`config.mk`:
```
export PLATFORM = sky130hd
export DESIGN_NAME = conv_bin_layer
export DESIGN_NICKNAME = d
export VERILOG_FILES = /design/src/rtl/conv_bin_pkg.sv /design/src/rtl/conv_bin_linebuf.sv /design/src/rtl/conv_bin_layer.sv
export SDC_FILE = /design/constraint.sdc
export NUM_CORES = 1
export LEC_CHECK = 0
export ABC_AREA = 1
export CAP_MARGIN = 20
export CORE_MARGIN = 2
export CORE_UTILIZATION = 45
export DETAILED_ROUTE_END_ITERATION = 12
export GPL_TIMING_DRIVEN = 0
export PLACE_DENSITY_LB_ADDON = 0.12
export SYNTH_ARGS = -nofsm -noshare
export SYNTH_HDL_FRONTEND = slang
export SYNTH_SLANG_ARGS = --single-unit
export TNS_END_PERCENT = 1
```
`constraint.sdc`:
```
create_clock -name clk -period 3.77 [get_ports clk]
set_input_delay 0.9425 -clock clk [delete_from_list [all_inputs] [get_ports clk]]
set_output_delay 0.9425 -clock clk [all_outputs]
set_load 0.02 [all_outputs]
```
`src/rtl/conv_bin_pkg.sv`:
```
// Shared constants and helpers for the binary 3x3 convolution layer.
package conv_bin_pkg;

    // Window bit positions: row-major, row 0 and column 0 are the oldest pixels.
    localparam int unsigned WIN_TL   = 0;
    localparam int unsigned WIN_TC   = 1;
    localparam int unsigned WIN_TR   = 2;
    localparam int unsigned WIN_ML   = 3;
    localparam int unsigned WIN_MC   = 4;
    localparam int unsigned WIN_MR   = 5;
    localparam int unsigned WIN_BL   = 6;
    localparam int unsigned WIN_BC   = 7;
    localparam int unsigned WIN_BR   = 8;
    localparam int unsigned WIN_SIZE = 9;

    // Widest channel count the slicing helpers accept.
    localparam int unsigned CH_MAX = 32;

    function automatic logic [3:0] popcount9(input logic [WIN_SIZE-1:0] bits);
        logic [3:0] cnt;
        cnt = '0;
        for (int k = 0; k < WIN_SIZE; k++) begin
            cnt = cnt + {3'b000, bits[k]};
        end
        return cnt;
    endfunction

    function automatic logic [WIN_SIZE-1:0] weight_slice(input logic [CH_MAX*9-1:0] weights,
                                                         input int unsigned ch);
        return weights[ch*9 +: 9];
    endfunction

    function automatic logic [3:0] thresh_slice(input logic [CH_MAX*4-1:0] thresh,
                                                input int unsigned ch);
        return thresh[ch*4 +: 4];
    endfunction

endpackage

```
`src/rtl/conv_bin_linebuf.sv`:
```
// Line buffer and 3x3 window builder for a 1-bit raster pixel stream.
module conv_bin_linebuf
    import conv_bin_pkg::*;
#(
    parameter int unsigned IMG_W = 28,
    parameter int unsigned IMG_H = 28
) (
    input  logic                i_clk,
    input  logic                i_rst_n,
    input  logic                i_valid,
    input  logic                i_sof,
    input  logic                i_pixel,
    output logic [WIN_SIZE-1:0] o_window,
    output logic                o_win_valid,
    output logic                o_win_last
);

    localparam int unsigned COL_W = $clog2(IMG_W);
    localparam int unsigned ROW_W = $clog2(IMG_H);
    localparam logic [COL_W-1:0] COL_LAST = COL_W'(IMG_W - 1);
    localparam logic [ROW_W-1:0] ROW_LAST = ROW_W'(IMG_H - 1);
    localparam logic [COL_W-1:0] COL_WIN  = COL_W'(2);
    localparam logic [ROW_W-1:0] ROW_WIN  = ROW_W'(2);

    logic [COL_W-1:0]    r_col, w_col_cur, w_col_nxt;
    logic [ROW_W-1:0]    r_row, w_row_cur, w_row_nxt;
    logic [IMG_W-1:0]    r_line1, r_line2;
    logic [WIN_SIZE-1:0] r_window, w_window_d;
    logic                r_win_valid, r_win_last;
    logic                w_tap1, w_tap2, w_win_ok, w_at_last;

    // Position of the pixel on the inputs, next position, and the shifted window.
    always_comb begin
        w_col_cur = i_sof ? '0 : r_col;
        w_row_cur = i_sof ? '0 : r_row;
        w_col_nxt = w_col_cur + COL_W'(1);
        w_row_nxt = w_row_cur;
        if (w_col_cur == COL_LAST) begin
            w_col_nxt = '0;
            w_row_nxt = (w_row_cur == ROW_LAST) ? '0 : w_row_cur + ROW_W'(1);
        end
        // Taps are the same column one and two rows back.
        w_tap1    = r_line1[IMG_W-1];
        w_tap2    = r_line2[IMG_W-1];
        w_win_ok  = (w_row_cur >= ROW_WIN) && (w_col_cur >= COL_WIN);
        w_at_last = (w_row_cur == ROW_LAST) && (w_col_cur == COL_LAST);

        w_window_d         = r_window;
        w_window_d[WIN_TL] = r_window[WIN_TC];
        w_window_d[WIN_TC] = r_window[WIN_TR];
        w_window_d[WIN_TR] = w_tap2;
        w_window_d[WIN_ML] = r_window[WIN_MC];
        w_window_d[WIN_MC] = r_window[WIN_MR];
        w_window_d[WIN_MR] = w_tap1;
        w_window_d[WIN_BL] = r_window[WIN_BC];
        w_window_d[WIN_BC] = r_window[WIN_BR];
        w_window_d[WIN_BR] = i_pixel;
    end

    // Counters, delay lines and window advance only on an accepted pixel.
    always_ff @(posedge i_clk) begin
        if (!i_rst_n) begin
            r_col       <= '0;
            r_row       <= '0;
            r_line1     <= '0;
            r_line2     <= '0;
            r_window    <= '0;
            r_win_valid <= 1'b0;
            r_win_last  <= 1'b0;
        end else begin
            r_win_valid <= i_valid && w_win_ok;
            r_win_last  <= i_valid && w_win_ok && w_at_last;
            if (i_valid) begin
                r_col    <= w_col_nxt;
                r_row    <= w_row_nxt;
                r_line1  <= {r_line1[IMG_W-2:0], i_pixel};
                r_line2  <= {r_line2[IMG_W-2:0], w_tap1};
                r_window <= w_window_d;
            end
        end
    end

    assign o_window    = r_window;
    assign o_win_valid = r_win_valid;
    assign o_win_last  = r_win_last;

endmodule

```
`src/rtl/conv_bin_layer.sv`:
```
// Binary 3x3 convolution: XNOR-popcount per channel against a threshold.
module conv_bin_layer
    import conv_bin_pkg::*;
#(
    parameter int unsigned         IMG_W   = 28,
    parameter int unsigned         IMG_H   = 28,
    parameter int unsigned         CH_OUT  = 8,
    parameter logic [CH_OUT*9-1:0] WEIGHTS = '0,
    parameter logic [CH_OUT*4-1:0] THRESH  = {CH_OUT{4'd5}}
) (
    input  logic              clk,
    input  logic              rst_n,
    input  logic              valid_in,
    input  logic              sof_in,
    input  logic              pixel_in,
    output logic [CH_OUT-1:0] conv_out,
    output logic              valid_out,
    output logic              eof_out
);

    if (IMG_W < 3) begin : g_bad_w
        $fatal(1, "conv_bin_layer: IMG_W must be >= 3");
    end
    if (IMG_H < 3) begin : g_bad_h
        $fatal(1, "conv_bin_layer: IMG_H must be >= 3");
    end
    if (CH_OUT < 1 || CH_OUT > CH_MAX) begin : g_bad_ch
        $fatal(1, "conv_bin_layer: CH_OUT must be 1..32");
    end

    localparam logic [CH_MAX*9-1:0] WEIGHTS_EXT = (CH_MAX*9)'(WEIGHTS);
    localparam logic [CH_MAX*4-1:0] THRESH_EXT  = (CH_MAX*4)'(THRESH);

    logic [WIN_SIZE-1:0] w_window;
    logic                w_win_valid, w_win_last;
    logic [CH_OUT-1:0]   w_conv_d;
    logic [CH_OUT-1:0]   r_conv;
    logic                r_valid, r_eof;

    conv_bin_linebuf #(
        .IMG_W (IMG_W),
        .IMG_H (IMG_H)
    ) u_linebuf (
        .i_clk       (clk),
        .i_rst_n     (rst_n),
        .i_valid     (valid_in),
        .i_sof       (sof_in),
        .i_pixel     (pixel_in),
        .o_window    (w_window),
        .o_win_valid (w_win_valid),
        .o_win_last  (w_win_last)
    );

    for (genvar ch = 0; ch < CH_OUT; ch++) begin : g_ch
        if (THRESH[ch*4 +: 4] > 4'd9) begin : g_bad_thresh
            $fatal(1, "conv_bin_layer: THRESH field exceeds 9");
        end
        logic [3:0] w_match;
        assign w_match     = popcount9(~(w_window ^ weight_slice(WEIGHTS_EXT, ch)));
        assign w_conv_d[ch] = (w_match >= thresh_slice(THRESH_EXT, ch));
    end

    // Output registers; conv_out only updates on a valid window.
    always_ff @(posedge clk) begin
        if (!rst_n) begin
            r_conv  <= '0;
            r_valid <= 1'b0;
            r_eof   <= 1'b0;
        end else begin
            r_valid <= w_win_valid;
            r_eof   <= w_win_valid && w_win_last;
            if (w_win_valid) begin
                r_conv <= w_conv_d;
            end
        end
    end

    assign conv_out  = r_conv;
    assign valid_out = r_valid;
    assign eof_out   = r_eof;

endmodule

```
==> flow_summary.yaml <==
clock_network:
  cts_buffer_depth: 2
  numClockSinks: 74
  root_buffer: "clkbuf_8"
  postCtsResizedCells: 0
  cts_buffers: 9
  clkLatencyLatePin_ns: 0.34
  cts.clk_slew.worst_paths_ns: 0.07
  hold_buffers: 0
  h-tree-depth: 3
  cts_tree: "built"
  post_cts_buffers: 0
timing:
  timing.fmax_mhz: 326
  hold_viol: 0
  post-route-min-period_ns: 3.07
  grt_setup_unrepaired: "false"
  setup_viol: 0
  skew_ns: 0.00672
  slew_headroom: 0.681
  setup-tns-final_ns: 0
  finalHoldWorstSlack_ns: 0.417
  drv_slew: 0
  worst_pin_slew_ns: 0.478
  min_period_over_period: 0.814
  setup_ws_ns: 0.701
global_routing:
  grt_pass1_vias: 2245
  track_usage: 0.169
  antenna_found_initial: 0
  grt.overflow.total: 0
  grt_pass1_wl_um: 10200
  grt_max_degree: 13
yosys:
  ys_types: 31
  syn_nets: 412
  yosys_warnings: 0
  syn_area_per_cell_um2: 7.76
  syn_inst: 396
  syn-cell-area_um2: 3070
  yosys_register_bits: 74
  seq_area_frac_synth: 0.482
floorplanning:
  die_h_um: 86.6
  row_count: 30
  die_area_um2: 7510
  start_util: 0.460
  dieWidth_um: 86.6
  pin_count: 15
  core_um2: 6680
detailed_routing:
  antenna_left: 0
  wl_um: 5730
  routed_via_density: 4.87
  num_vias: 2452
  first_pass_iters: 4
  drc: 0
  first_iter_violations: 86
  post_drt_wl_per_cell_um: 11.4
run_status:
  outcome: "finished clean"
critical_path:
  critical_path_class: "reg2reg"
  end_kind: "flip-flop"
  crit_fanout: 2
  worstPathRequired_ns: 4.04
  crit_arrival_ns: 3.33
  cp-start-kind: "flip-flop"
final_layout:
  instances_no_fill: 504
  final_util: 0.531
  fillers: 634
  area_growth_syn_to_layout_pct: 15.4
  layout_commonest_cell: "nor2_1"
  layout-drive-gt1-share: 0.0873
  diodes: 0
  layout_common_cells: "nor2_1, dfxtp_1, o21ai_0"
  finalNetCount: 435
pwr:
  ir_drop_mv: 0.319
  p_per_area_nw_per_um2: 496
  leakagePower_nw: 1.51
placement:
  pre_cts_ws_ns: 0.702
  place_hpwl_um: 3970
  place_inst: 488
  gp_congestion: 0.840
  port_buffers: 12
run:
  maxCapViolCount: 0
min_path:
  min_path_type: "reg2reg"
## Yosys cell counts, drive strengths merged
master / number / share of area
nand3: 16 / 0.028
ha: 6 / 0.024
inv: 31 / 0.040
a21oi: 17 / 0.029
nand4: 2 / 0.0041
clkinv: 1 / 0.0012
xor2: 2 / 0.0057
or2: 1 / 0.0020
nor3: 1 / 0.0016
a41oi: 1 / 0.0029
dfxtp: 74 / 0.48
clkbuf: 15 / 0.018
o21ai: 68 / 0.11
fa: 5 / 0.033
nor2: 115 / 0.15
xnor2: 1 / 0.0029
buf: 14 / 0.030
nand2: 26 / 0.035
## final cells by class
cell class              count  area, um^2  area share
inverters                  32         128      0.0360
flip-flops and latches     74        1480       0.418
clock buffers              12         155      0.0438
plain buffers              29         149      0.0420
multi-input cells         261        1320       0.371
clock inverters             4        97.6      0.0275
well taps                  80         100      0.0282
repair buffers             12         120      0.0339
## worst paths after layout
path | start | to | slack, ns | cells after the start
min | u_linebuf.o_win_last$_SDFF_PN0_ | eof_out$_SDFF_PN0_ | 0.42 | 2
max reg2reg | u_linebuf.o_window[0]$_SDFFE_PN0P_ | conv_out[0]$_SDFFE_PN0P_ | 0.70 | 10
min reg2reg | u_linebuf.o_win_last$_SDFF_PN0_ | eof_out$_SDFF_PN0_ | 0.42 | 2
max | u_linebuf.o_window[0]$_SDFFE_PN0P_ | conv_out[0]$_SDFFE_PN0P_ | 0.70 | 10
## through the flow
step | cell area (um^2) | power (mW)
CTS | 3550 | 1.78
global route | 3550 | 1.85
detailed placement | 3290 | 1.02
global placement | 3290 | 1.01
finish | 3550 | 1.76
floorplan | 3070 | 0.980
## critical path: stages, from the launching register on
cell and delay [ns]:
dfxtp_1 0.33, fa_1 0.53, inv_1 0.05, fa_1 0.53, fa_1 0.43, fa_1 0.40, inv_1 0.08, fa_1 0.40
nand2_1 0.07, nand2_1 0.05, a41oi_1 0.13
## layer usage
layer,GRT usage,up-vias,wire (um)
met5,0,-,0
met4,0.0582,0,97
met2,0.266,37,2500
met1,0.224,1106,2930
li1,-,1299,-
met3,0.0476,10,201
## flip-flops by register name, indices dropped and copies added (netlist names)
name / cells
u_linebuf.r_line1: 28
u_linebuf.o_win_valid: 1
u_linebuf.o_window: 6
u_linebuf.r_col: 5
u_linebuf.o_win_last: 1
u_linebuf.r_line2: 25
valid_out: 1
eof_out: 1
u_linebuf.r_row: 5
conv_out: 1
## cell families (layout without fill, tap and decap cells)
group / count (synthesis) / count (layout) / share of synthesized area
AO/OA/AOI/OAI: 86 / 86 / 0.144
flip-flops: 74 / 74 / 0.482
XOR/XNOR: 3 / 3 / 0.00855
buffers and inverters: 61 / 89 / 0.0900
adder cells (fa/ha/maj): 11 / 11 / 0.0570
AND/OR/NAND/NOR: 161 / 161 / 0.219
## where the power goes
part	internal, mW	leakage, nW	switching [mW]
Combinational	0.0606	0.778	0.0994
Sequential	0.822	0.609	0.0192
Clock	0.476	0.123	0.279
Total	1.36	1.51	0.398
Note: power is estimated with default switching activity, not from simulation.
